## config.mk

```make
export PLATFORM = sky130hd
export DESIGN_NAME = count_seq
export DESIGN_NICKNAME = d
export VERILOG_FILES = /design/src/rtl/count_seq.sv
export SDC_FILE = /design/constraint.sdc
export NUM_CORES = 1
export LEC_CHECK = 0
export ABC_AREA = 1
export CAP_MARGIN = 20
export CORE_ASPECT_RATIO = 0.8
export CORE_MARGIN = 10
export CORE_UTILIZATION = 30
export CTS_BUF_LIST = sky130_fd_sc_hd__clkbuf_4 sky130_fd_sc_hd__clkbuf_8
export DETAILED_ROUTE_END_ITERATION = 8
export GPL_TIMING_DRIVEN = 1
export SYNTH_ARGS = -nofsm -noshare
export SYNTH_HDL_FRONTEND = slang
export SYNTH_SLANG_ARGS = --single-unit
```

## constraint.sdc

```tcl
create_clock -name clk -period 3 [get_ports clk]
set_clock_uncertainty 0.1 [all_clocks]
set_input_delay 0.45 -clock clk [delete_from_list [all_inputs] [get_ports clk]]
set_output_delay 0.45 -clock clk [all_outputs]
set_load 0.05 [all_outputs]
```

## src/rtl/count_seq.sv

```systemverilog
// count_seq: sequencer/arbiter for a 4-bit up/down counter.
// Serves single-step requests (round-robin between up and down requesters)
// and runs an autonomous 0 -> HI -> 0 triangle sweep repeated PASSES times.
// A shadow position tracks the counter so decisions never wait on read-back.
// Optional feature macro: COUNT_SEQ_DWELL_EN adds a one-cycle hold (DWELL) at
// each HI turnaround and at 0 between passes.
module count_seq #(
    parameter int WIDTH  = 4,
    parameter int HI     = 15,
    parameter int PASSES = 1
) (
    input  logic             clk,
    input  logic             reset,
    input  logic             start,
    input  logic             stop,
    input  logic             req_up,
    input  logic             req_dn,
    output logic             gnt_up,
    output logic             gnt_dn,
    output logic             sat,
    output logic             cnt_en,
    output logic             cnt_updn,
    output logic             cnt_rst,
    output logic [WIDTH-1:0] pos,
    output logic             busy,
    output logic             done
);

`ifdef COUNT_SEQ_DWELL_EN
    typedef enum logic [2:0] {IDLE, CLEAR, UP, DOWN, DWELL} state_t;
`else
    typedef enum logic [1:0] {IDLE, CLEAR, UP, DOWN} state_t;
`endif

    localparam int             PW    = (PASSES > 1) ? $clog2(PASSES) : 1;
    localparam logic [PW-1:0]  LAST  = PW'(PASSES - 1);
    localparam logic [WIDTH-1:0] HI_V = WIDTH'(HI);

    state_t           state, state_n;
    logic [PW-1:0]    pass_cnt, pass_n;
    logic             last_b, last_b_n;   // 1: B was granted last, so A wins a tie
    logic             en_n, updn_n, rst_n, gup_n, gdn_n, sat_n, done_n;
    logic [WIDTH-1:0] pos_eff;

    // Position after the current edge: the step (or clear) being issued this
    // cycle lands on the coming edge, so limits are judged against it.
    always_comb begin
        pos_eff = pos;
        if (cnt_rst)
            pos_eff = '0;
        else if (cnt_en)
            pos_eff = cnt_updn ? pos + 1'b1 : pos - 1'b1;
    end

    // Next-state and next-output decode; every output is registered below.
    always_comb begin
        state_n  = state;
        pass_n   = pass_cnt;
        last_b_n = last_b;
        en_n     = 1'b0;
        updn_n   = 1'b1;
        rst_n    = 1'b0;
        gup_n    = 1'b0;
        gdn_n    = 1'b0;
        sat_n    = 1'b0;
        done_n   = 1'b0;
        if (stop) begin
            state_n = IDLE;
            pass_n  = '0;
        end else begin
            case (state)
                IDLE: begin
                    if (start) begin
                        state_n = CLEAR;
                        rst_n   = 1'b1;
                    end else if (req_up && (!req_dn || last_b)) begin
                        gup_n    = 1'b1;
                        last_b_n = 1'b0;
                        if (pos_eff < HI_V) en_n = 1'b1;
                        else                sat_n = 1'b1;
                    end else if (req_dn) begin
                        gdn_n    = 1'b1;
                        last_b_n = 1'b1;
                        if (pos_eff != '0) begin
                            en_n   = 1'b1;
                            updn_n = 1'b0;
                        end else begin
                            sat_n = 1'b1;
                        end
                    end
                end
                CLEAR: begin
                    state_n = UP;
                    en_n    = 1'b1;
                end
                UP: begin
                    if (pos_eff == HI_V) begin
`ifdef COUNT_SEQ_DWELL_EN
                        state_n = DWELL;
`else
                        state_n = DOWN;
                        en_n    = 1'b1;
                        updn_n  = 1'b0;
`endif
                    end else begin
                        en_n = 1'b1;
                    end
                end
`ifdef COUNT_SEQ_DWELL_EN
                DWELL: begin
                    // Turnaround direction follows from where the hold happened.
                    en_n = 1'b1;
                    if (pos_eff == HI_V) begin
                        state_n = DOWN;
                        updn_n  = 1'b0;
                    end else begin
                        state_n = UP;
                    end
                end
`endif
                DOWN: begin
                    if (pos_eff == '0) begin
                        if (pass_cnt == LAST) begin
                            state_n = IDLE;
                            pass_n  = '0;
                            done_n  = 1'b1;
                        end else begin
                            pass_n = pass_cnt + 1'b1;
`ifdef COUNT_SEQ_DWELL_EN
                            state_n = DWELL;
`else
                            state_n = UP;
                            en_n    = 1'b1;
`endif
                        end
                    end else begin
                        en_n   = 1'b1;
                        updn_n = 1'b0;
                    end
                end
                default: state_n = IDLE;
            endcase
        end
    end

    // State, shadow position and registered outputs.
    always_ff @(posedge clk) begin
        if (reset) begin
            state    <= IDLE;
            pos      <= '0;
            pass_cnt <= '0;
            last_b   <= 1'b1;
            cnt_en   <= 1'b0;
            cnt_updn <= 1'b1;
            cnt_rst  <= 1'b1;
            gnt_up   <= 1'b0;
            gnt_dn   <= 1'b0;
            sat      <= 1'b0;
            busy     <= 1'b0;
            done     <= 1'b0;
        end else begin
            state    <= state_n;
            pos      <= pos_eff;
            pass_cnt <= pass_n;
            last_b   <= last_b_n;
            cnt_en   <= en_n;
            cnt_updn <= updn_n;
            cnt_rst  <= rst_n;
            gnt_up   <= gup_n;
            gnt_dn   <= gdn_n;
            sat      <= sat_n;
            busy     <= (state_n != IDLE);
            done     <= done_n;
        end
    end

endmodule

```

Yosys cells after proc, flatten, opt, wreduce, memory -nomap -nowiden
Cells that the tools add are included.
Widths: inputs -> output; s select.
Word-level totals
  flip-flop bits (word level): 16
  output and inout bits: 12
  word-level logic and storage cells: 76
Operators by class
  add/sub/neg operators: 3
  order comparisons: 1
  equal/unequal tests: 4
  muxes and demuxes: 36
  bitwise logic cells: 5
  reduce and logical (&&, ||, !) cells: 15
Operators with widths (number)
  $mux 1: 25
  $mux 4: 3
  $mux 2: 5
  $pmux 2 s4: 1
  $reduce_or 4->1: 2
  $pmux 1 s3: 2
  $not 1->1: 5
  $reduce_or 5->1: 1
  $add 4x1->4 const B: 1
  $eq 2x2->1 const B: 2
  $eq 4x4->1 const B: 1
  $logic_not 4->1: 1
  $lt 4x4->1 const B: 1
  $reduce_and 4->1: 1
  $reduce_bool 2->1: 2
  $reduce_bool 4->1: 1
  $reduce_or 2->1: 2
  $sub 4x1->4 const B: 1
  $eq 2x1->1 const B: 1
  $logic_not 2->1: 1
  $reduce_and 2->1: 1
  $add 1x1->1 const B: 1
  $logic_and 1x1->1: 1
  $logic_not 1->1: 1
  $logic_or 1x1->1: 1

Longest topological paths before layout
Gate-level depths: netlist of run 1.
  depth in word-level cells: 10
  mapped depth: 13
  mapped depth without buffers: 13

Least setup slack after synthesis of run 1
No wires, ideal clock.
  path kind: flip-flop to flip-flop
  start point: reg cnt_updn
  end point: reg busy
  setup time: 112 ps
  arrival: 2024 ps
  path slack: 764 ps
  stages on the path, launching flop included: 13
  period minus slack after synthesis: 2236 ps
  path through: dfxtp_1 > inv_1 > fa_1 > nand2_1 > nand2_2 > nand2_2 > nand2_2 > a21oi_4 > nand2_4 > nand3_2 > nand3_2 > nand2_2 > nand2_1
On the way
  cells in the longest elaborated chain, start to end: 8
  elaborated cells between the ends (all ways): 10
  classes of those cells: eq/ne (1); mux (7); reduce/logical (2)
Ends and longest elaborated chain
  start, declared: RTL line 22  | output logic cnt_updn,
  start signal, assigned: RTL line 167  | cnt_updn <= updn_n;
  $mux 4 *: RTL line 52  | pos_eff = cnt_updn ? pos + 1'b1 : pos - 1'b1;
  $mux 4 *: RTL line 51  | else if (cnt_en)
  $mux 4 *: RTL line 49  | if (cnt_rst)
  $eq 4x4->1 or $logic_not 4->1 (tied branches): RTL line 97, 122
  $mux 2, on equally long branches: RTL line 97, 122
  $pmux 2 s4 *: RTL line 71  | case (state)
  $mux 2 *: RTL line 67  | if (stop) begin
  $reduce_bool 2->1 *: RTL line 172  | busy <= (state_n != IDLE);
  end signal, assigned: RTL line 172
  end, declared: RTL line 25  | output logic busy,
Mark *: on every way between the ends. The rest lies on a longest branch, timed or not.
A chain may end at the register's enable or synchronous reset.

Worst setup path after layout of run 1
  start point: reg cnt_en
  end point: out cnt_en
RTL lines
  start, declared: RTL line 21  | output logic cnt_en,
  start signal, assigned: RTL line 166  | cnt_en <= en_n;
No word-level cell between the ends.

==> results.cfg, run 1 <==
[status]
outcome = finished clean

[clock_network]
post_cts_buffers = 0
htree_levels = 1
cts_buffers = 3
clockBufferDepth = 2
clockRootBuffer = clkbuf_8
cts_sinks = 15
cts_resized = 0
cts_hold_buf = 0
clk_pin_slew_ns = 0.06
clk_latency_ns = 0.25
cts_tree = built

[place]
pre_cts_ws_ns = 0.988
dp.cells = 177
postPlaceCellArea_um2 = 1110
gp_congestion = 0.775
portBuffers = 17
dpl.hpwl_um = 1730

[global_route]
grt_usage = 0.0841
antenna_found_initial = 0
grt_max_degree = 9
grt_pass1_wl_um = 3710
grt_overflow = 0
grt_pass1_vias = 863

[pwr]
power_density_nw_per_um2 = 401
leakagePower_nw = 0.523
vdd.ir_drop.worst_mv = 0.143

[timing]
rsz0062_at_grt = no
fin_tns_setup_ns = 0
maxSlewViolCount = 0
tightest_slew_ns = 0.504
slew_headroom = 0.663
max_freq_mhz = 465
period_minus_slack_ns = 2.15
fin_ws_ns = 0.851
fin_crit_sh = 0.716
finalHoldViolCount = 0
finalSetupViolations = 0

[floorplan]
die_area_um2 = 5590
die_x_um = 81.1
io_pins = 18
fp.dieH_um = 68.9
initial_core_util = 0.320
rows = 17
core-area_um2 = 2810

[synth]
synth_top_family_by_area = simple AND/OR/NAND/NOR gates
synth_adder_area_share = 0.134
syn_area_per_cell_um2 = 7.35
synth_compound_area_frac = 0.0893
synthXorXnorAreaFrac = 0
synthMuxAreaShare = 0
synth_area_leaders = dfxtp_1 (33%), nand2_1 (11%), ha_1 (11%), inv_1 (7.1%), nand3_1 (5.6%)
synth-seq-cells = 15
yosysTopAreaCellShare = 0.335
syn_nets = 137
ys_seq_area_frac = 0.335
synth_area_um2 = 897
synthCells = 122
ys_warn_count = 0
synth_top_cell_by_area = dfxtp_1
synth-simple-area-share = 0.363
ys_types = 24

[drt]
drtAntennaViolNets = 0
first_pass_iters = 4
routed_wirelength_um = 2050
route.vias.total = 806
drt_iter0_drc = 40
via_per_inst = 4.45
wire_per_inst_um = 11.3
drc = 0

[setup_path]
path_max_fanout = 8
endpoint_kind = output port
critical_path.top_delay_family = buffers and inverters
worstPathCellList = clkdlybuf4s50_1
cp.arrival_ns = 1.60
r2r_end = busy
startpoint_type = flop
cp_slowest_stage_delay_ns = 0.87
crit_type = reg -> out
worstPathRequired_ns = 2.45
r2r_setup_slack_ns = 1.01
rr_startpoint = cnt_updn
cpMaxStageDelayCell = clkdlybuf4s50_1
r2r_cells = 13
cp_num_buf_inv = 1

[layout]
layoutNonFillerInstCount = 181
post-route-util = 0.414
n_fill_cell = 298
diodes = 0
layout_common_cells = nand2_1 (27), inv_1 (17), clkdlybuf4s50_1 (17)
nets = 159
drive_gt1_frac = 0.133
synthToLayoutAreaGrowth_pct = 29.7
final_common_cell = nand2_1
final_area_um2 = 1160

[job]
cap_violations = 0

[min_path]
whs_path_depth = 2
min_from = last_b
holdCritPathClass = reg -> reg
min_to = last_b
## state kept, by name, summed over array words and instances (netlist names)
signal,cells
busy,1
cnt_en,1
cnt_rst,1
cnt_updn,1
done,1
gnt_dn,1
gnt_up,1
last_b,1
pos,4
sat,1
state,2
## worst max-delay path by stage
stage,from,end,depth (start not counted)
floorplan,cnt_updn,busy,12
global placement,req_dn,sat,7
detailed placement,req_dn,sat,7
CTS,cnt_en,cnt_en,1
global route,cnt_updn,busy,13
finish,cnt_en,cnt_en,1
## cell usage after synthesis
cell type	count
nor2_2	1
inv_2	1
a21oi_4	1
nand3_1	10
o21ai_1	1
nand3_2	3
clkinv_1	1
dfxtp_1	15
nand2_2	6
a21oi_1	3
nand2_4	1
fa_1	1
inv_1	17
nand2_1	27
a21oi_2	1
a211oi_1	1
ha_1	8
nor2_4	1
or2_1	1
o211ai_1	1
o21ai_0	4
nor2_1	13
nor3_1	2
nand4_1	2
## metrics by stage
step | power (mW) | hold slack [ns]
CTS | 0.472 | 0.386
finish | 0.467 | 0.382
global placement | 0.298 | 0.366
detailed placement | 0.299 | 0.370
floorplan | 0.271 | 0.337
global route | 0.495 | 0.438
## where the power goes
group / internal, mW / total, mW / switching (mW)
sequential: 0.206 / 0.213 / 0.00696
clock: 0.103 / 0.172 / 0.0689
combinational: 0.0297 / 0.0815 / 0.0518
total: 0.339 / 0.467 / 0.128
## layout make-up
type / count / area [µm²] / share of cell area
timing repair buffer: 17 / 170 / 0.146
inverter: 19 / 71.3 / 0.0613
multi-input combinational: 88 / 526 / 0.452
clock buffer: 4 / 48.8 / 0.0419
sequential: 15 / 300 / 0.258
tap: 38 / 47.5 / 0.0409
## logic make-up (layout without fill, tap and decap cells)
kind of cell | count (synthesis) | count (layout)
flops | 15 | 15
buf+inv | 19 | 40
fa+ha+maj | 9 | 9
simple gates | 67 | 67
compound gates | 12 | 12
## routing by layer
metal / up-vias / wire length (µm) / global-route usage
met1: 355 / 1010 / 0.0996
met4: 0 / 73 / 0.0560
met3: 7 / 101 / 0.0181
met2: 16 / 858 / 0.136
met5: - / 0 / 0
li1: 428 / - / -
No activity file was read; power rests on OpenSTA's default activity.
==> run 2, diff against run 1 <==
clock period = 2.09 ns   (was 3 ns; I/O delays follow)
==> run 2 against run 1 <==
Against the previous run: worst setup slack worse by 0.71 ns; global-route usage is 0.57 points lower; via count is 1.6% higher; combinational power is 47% higher; critical path depth is 10 higher; sequential share of layout area is 0.15 points lower; core utilization is 0.76 points higher; sequential power is 44% higher; critical endpoint is now cnt_en; largest power group unchanged.
==> results.cfg, run 2 (synthesis gave the netlist of run 1 again) <==
[layout]
synthToLayoutAreaGrowth_pct = 32.1
n_fill_cell = 289
largest_reg_flops = 4
layout_common_cells = nand2_1 (27), inv_1 (16), clkdlybuf4s50_1 (16)
nets = 161
drive_gt1_frac = 0.186
reg_top3 = pos x4, state x2
post-route-util = 0.422
final_common_cell = nand2_1
layoutNonFillerInstCount = 183
diodes = 0
largest-register = pos

[global_route]
use_met3 = 0.0233
grt_overflow = 0
met1_usage = 0.0937
grt_pass1_wl_um = 3510
grt_usage = 0.0784
grt_pass1_vias = 806
grt_use_met2 = 0.131
grt_max_degree = 9
antenna_found_initial = 0
grt_most_used_layer = met2

[floorplan]
die_x_um = 81.1
initial_core_util = 0.320
fp.dieH_um = 68.9
core-area_um2 = 2810
io_pins = 18
die_area_um2 = 5590
rows = 17

[pwr]
vdd.ir_drop.worst_mv = 0.218
power_density_nw_per_um2 = 567
leakagePower_nw = 0.532

[setup_path]
path_max_fanout = 4
crit_type = reg -> reg
cp.arrival_ns = 1.98
worstPathRequired_ns = 2.13
startpoint_type = flop
endpoint_kind = flop

[timing]
finalSetupViolations = 0
fin_crit_sh = 0.931
maxSlewViolCount = 0
tightest_slew_ns = 0.516
period_minus_slack_ns = 1.95
finalHoldViolCount = 0
slew_headroom = 0.655
rsz0062_at_grt = no
hold-worst-slack_ns = 0.390
fin_tns_setup_ns = 0
max_freq_mhz = 514

[place]
gp_congestion = 0.911
portBuffers = 17
dpl.hpwl_um = 1660
dp.cells = 179

[drt]
drt_iter0_drc = 46
first_pass_iters = 4
drc = 0
wire_per_inst_um = 10.5
routed_wirelength_um = 1920
via_per_inst = 4.48
drtAntennaViolNets = 0
route.vias.total = 819

[clock_network]
clk_latency_ns = 0.25
cts_buffers = 3
clk_pin_slew_ns = 0.06
clockRootBuffer = clkbuf_8
cts_hold_buf = 0
post_cts_buffers = 0
clockBufferDepth = 2
cts_resized = 0
cts_tree = built
htree_levels = 1
cts_sinks = 15

[min_path]
holdCritPathClass = reg -> reg

[status]
outcome = finished clean

[job]
cap_violations = 0
==> run 2: changes by cell type in the layout (fill, tap and decap cells not counted), sizes merged <==
cell,previous run,this run
clkdlybuf4s50,17,16
buf,0,3
==> run 2: metrics by stage <==
stage / total power [mW] / worst slack (ns) / instance area [µm²]
final: 0.672 / 0.145 / 1180
after global routing: 0.707 / 0.00750 / 1180
after CTS: 0.682 / 0.124 / 1180
after detailed placement: 0.432 / 0.183 / 1130
after global placement: 0.432 / 0.205 / 1130
after floorplan: 0.389 / 0.0564 / 901
==> run 2: path summary, 6_finish.rpt <==
path | startpoint | to | slack [ns] | depth (start not counted)
setup / recovery | cnt_updn | cnt_en | 0.14 | 11
setup reg to reg | cnt_updn | cnt_en | 0.14 | 11
hold / removal | last_b | last_b | 0.39 | 2
hold reg to reg | last_b | last_b | 0.39 | 2
==> run 2: critical path: stages (launching register included) <==
cell and delay, ns:
dfxtp_2 0.35, inv_2 0.06, fa_1 0.54, nand2_1 0.07, nand2_2 0.09, nand3_1 0.10, nor2_2 0.15, nand4_1 0.14
nand2_1 0.09, inv_1 0.04, nand2_1 0.05, a21oi_1 0.06
==> run 2: cell type report <==
type | count | area (µm²) | share of cell area
inverter | 19 | 71.3 | 0.0602
sequential | 15 | 304 | 0.257
timing repair buffer | 19 | 183 | 0.154
clock buffer | 4 | 48.8 | 0.0412
multi-input combinational | 88 | 531 | 0.448
tap | 38 | 47.5 | 0.0401
==> run 2: metal layers <==
metal | wire length, µm | vias to the layer above
li1 | - | 431
met1 | 907 | 367
met2 | 892 | 18
met3 | 100 | 3
met4 | 17 | 0
met5 | 0 | -
==> run 2: power breakdown <==
part	total (mW)	leakage [nW]	switching [mW]	internal, mW
logic	0.120	0.383	0.0746	0.0453
registers	0.306	0.123	0.00983	0.296
clock network	0.247	0.0262	0.0985	0.148
total	0.672	0.532	0.183	0.490
==> run 3, diff against run 2 <==
ABC_AREA = 0   (was 1)
==> run 3 against run 2 <==
Against the previous run: the flow now finishes with violations (setup timing); register-to-register slack worse by 0.28 ns; cell count is 7.7% lower; core utilization is 5.2 points higher; sequential share of layout area is 2.2 points lower; global-route usage is 0.49 points higher; die area is 1.2% lower; via count is 2.2% higher; area after synthesis is 1.7% lower; largest power group unchanged.
==> results.cfg, run 3 <==
[status]
outcome = finished, violations left
violations = setup timing

[setup_path]
crit_type = reg -> reg
cp_num_buf_inv = 0
cpMaxStageDelayCell = fa_1
worstPathCellList = fa_1, xnor2_1, a211o_1, a21o_1, o311a_4, a221oi_2
cp_slowest_stage_delay_ns = 0.43
cp.arrival_ns = 2.29
critical_path.top_delay_family = compound AO/OA/AOI/OAI gates
path_max_fanout = 4
worstPathRequired_ns = 2.15
startpoint_type = flop
endpoint_kind = flop

[layout]
largest_reg_flops = 4
synthToLayoutAreaGrowth_pct = 49.6
reg_top3 = pos x4, state x2
final_area_um2 = 1320
largest-register = pos
n_fill_cell = 260
layout_common_cells = clkdlybuf4s50_1 (15), buf_4 (15), dfxtp_1 (11)
drive_gt1_frac = 0.344
nets = 147
layoutNonFillerInstCount = 169
diodes = 0

[timing]
tightest_slew_ns = 0.508
rsz0062_at_grt = yes
max_freq_mhz = 449
hold-worst-slack_ns = 0.451
finalSetupViolations = 5
slew_headroom = 0.660
finalHoldViolCount = 0
maxSlewViolCount = 0
fin_ws_ns = -0.136
period_minus_slack_ns = 2.23
fin_crit_sh = 1.07

[synth]
synth_flop_cell = dfxtp_1
ys_seq_area_frac = 0.340
synth-simple-area-share = 0.216
syn_area_per_cell_um2 = 9.00
synth_top_cell_by_area = dfxtp_1
yosysTopAreaCellShare = 0.340
synthXorXnorAreaFrac = 0.0298
ys_async_sr_fraction = 0
synth-edff-count = 0
syn_nets = 113
synth-seq-cells = 15
ys_warn_count = 0
ys_top_cells_by_count = dfxtp_1 (15), nor2_1 (12), nor3_1 (9)
synth_top_family_by_area = compound AO/OA/AOI/OAI gates
synthCells = 98
synth_area_leaders = dfxtp_1 (34%), ha_1 (11%), nor3_1 (5.1%), nor2_1 (5.1%), o21ai_0 (3.4%)
synth_adder_area_share = 0.136
synth_area_um2 = 882
synth_most_common_cell = dfxtp_1
ys_types = 39
synth_compound_area_frac = 0.216
synthMuxAreaShare = 0.0113

[clock_network]
clk_latency_ns = 0.25
cts_tree = built
cts_hold_buf = 0
clk_pin_slew_ns = 0.06
cts_buffers = 3
clockBufferDepth = 2
clockRootBuffer = clkbuf_8
cts_sinks = 15
htree_levels = 1

[pwr]
leakagePower_nw = 0.511
switching_share = 0.274
p_int_uw = 478
clkPwrFrac = 0.350
power_frac_comb = 0.190
vdd.ir_drop.worst_mv = 0.247
power.switching_uw = 180
power_frac_seq = 0.459
power_density_nw_per_um2 = 499

[global_route]
grt_pass1_wl_um = 3710
grt_pass1_vias = 814
grt_max_degree = 11
grt_usage = 0.0833
grt_overflow = 0
antenna_found_initial = 0

[floorplan]
io_pins = 18
die_area_um2 = 5520
initial_core_util = 0.317
fp.dieH_um = 68.5
rows = 17
core-area_um2 = 2790
die_x_um = 80.6

[drt]
route.vias.total = 837
first_pass_iters = 4
drt_iter0_drc = 46
routed_wirelength_um = 2370
drtAntennaViolNets = 0
wire_per_inst_um = 14.0
via_per_inst = 4.95
drc = 0

[place]
dpl.hpwl_um = 1800
portBuffers = 17
gp_congestion = 0.851
dp.cells = 162
postPlaceCellArea_um2 = 1200

[job]
cap_violations = 0

[min_path]
holdCritPathClass = reg -> reg
## run 3: power groups by stage
stage,registers (mW),logic (mW),clock network [mW]
6_report,0.302,0.125,0.230
5_1_grt,0.303,0.135,0.259
4_1_cts,0.302,0.118,0.241
3_5_place_dp,0.308,0.117,0
3_3_place_gp,0.308,0.116,0
2_1_floorplan,0.327,0.0580,0
## run 3: what timing repair did
| action | 4_1_cts | 5_1_grt |
|---|---|---|
| pin swaps | 1 | 2 |
| buffers inserted | 0 | 3 |
| endpoints found under the setup margin | 5 | 5 |
| gates resized for setup | 4 | 10 |
| hold endpoints to repair | 0 | 0 |
## run 3: final timing paths
check / start / end / slack, ns / cells after the start
worst max-delay path: pos[1] / busy / -0.14 / 6
worst min-delay path: cnt_rst / pos[0] / 0.45 / 1
worst max register to register: pos[1] / busy / -0.14 / 6
worst min register to register: cnt_rst / pos[0] / 0.45 / 1
## run 3: metrics by stage
stage	util	TNS (ns)	worst slack [ns]	total power, mW
4_1_cts	0.449	-0.206	-0.145	0.662
5_1_grt	0.474	-0.747	-0.213	0.697
2_1_floorplan	-	-0.293	-0.194	0.385
6_report	0.474	-0.424	-0.136	0.658
3_5_place_dp	0.430	-0.258	-0.144	0.426
3_3_place_gp	0.430	-0.220	-0.0894	0.424
## run 3: cells by family after synthesis
group,after synthesis
simple gates,36
xor+xnor,3
buf+inv,11
flops,15
compound gates,23
fa+ha+maj,9
mux,1
## run 3: routing by layer
layer  track usage  vias to the layer above  routed length [µm]
li1              -                      416                   -
met1         0.106                      393                1080
met2         0.128                       28                1080
met3        0.0375                        0                 210
met4        0.0154                        0                   0
met5             0                        -                   0
## run 3: worst register-to-register path, cell delays in order, from the launching register on
cell and delay [ns]:
dfxtp_4 0.35, fa_1 0.43, xnor2_1 0.15, a211o_1 0.36
a21o_1 0.21, o311a_4 0.33, a221oi_2 0.21
## run 3: layout make-up
cell class	instances	area (µm²)	area share
Clock inverter	1	5.00	0.00379
Inverter	9	36.3	0.0275
Timing Repair Buffer	31	274	0.208
Tap cell	38	47.5	0.0360
Clock buffer	3	41.3	0.0313
Sequential cell	15	310	0.235
Multi-Input combinational cell	72	606	0.459
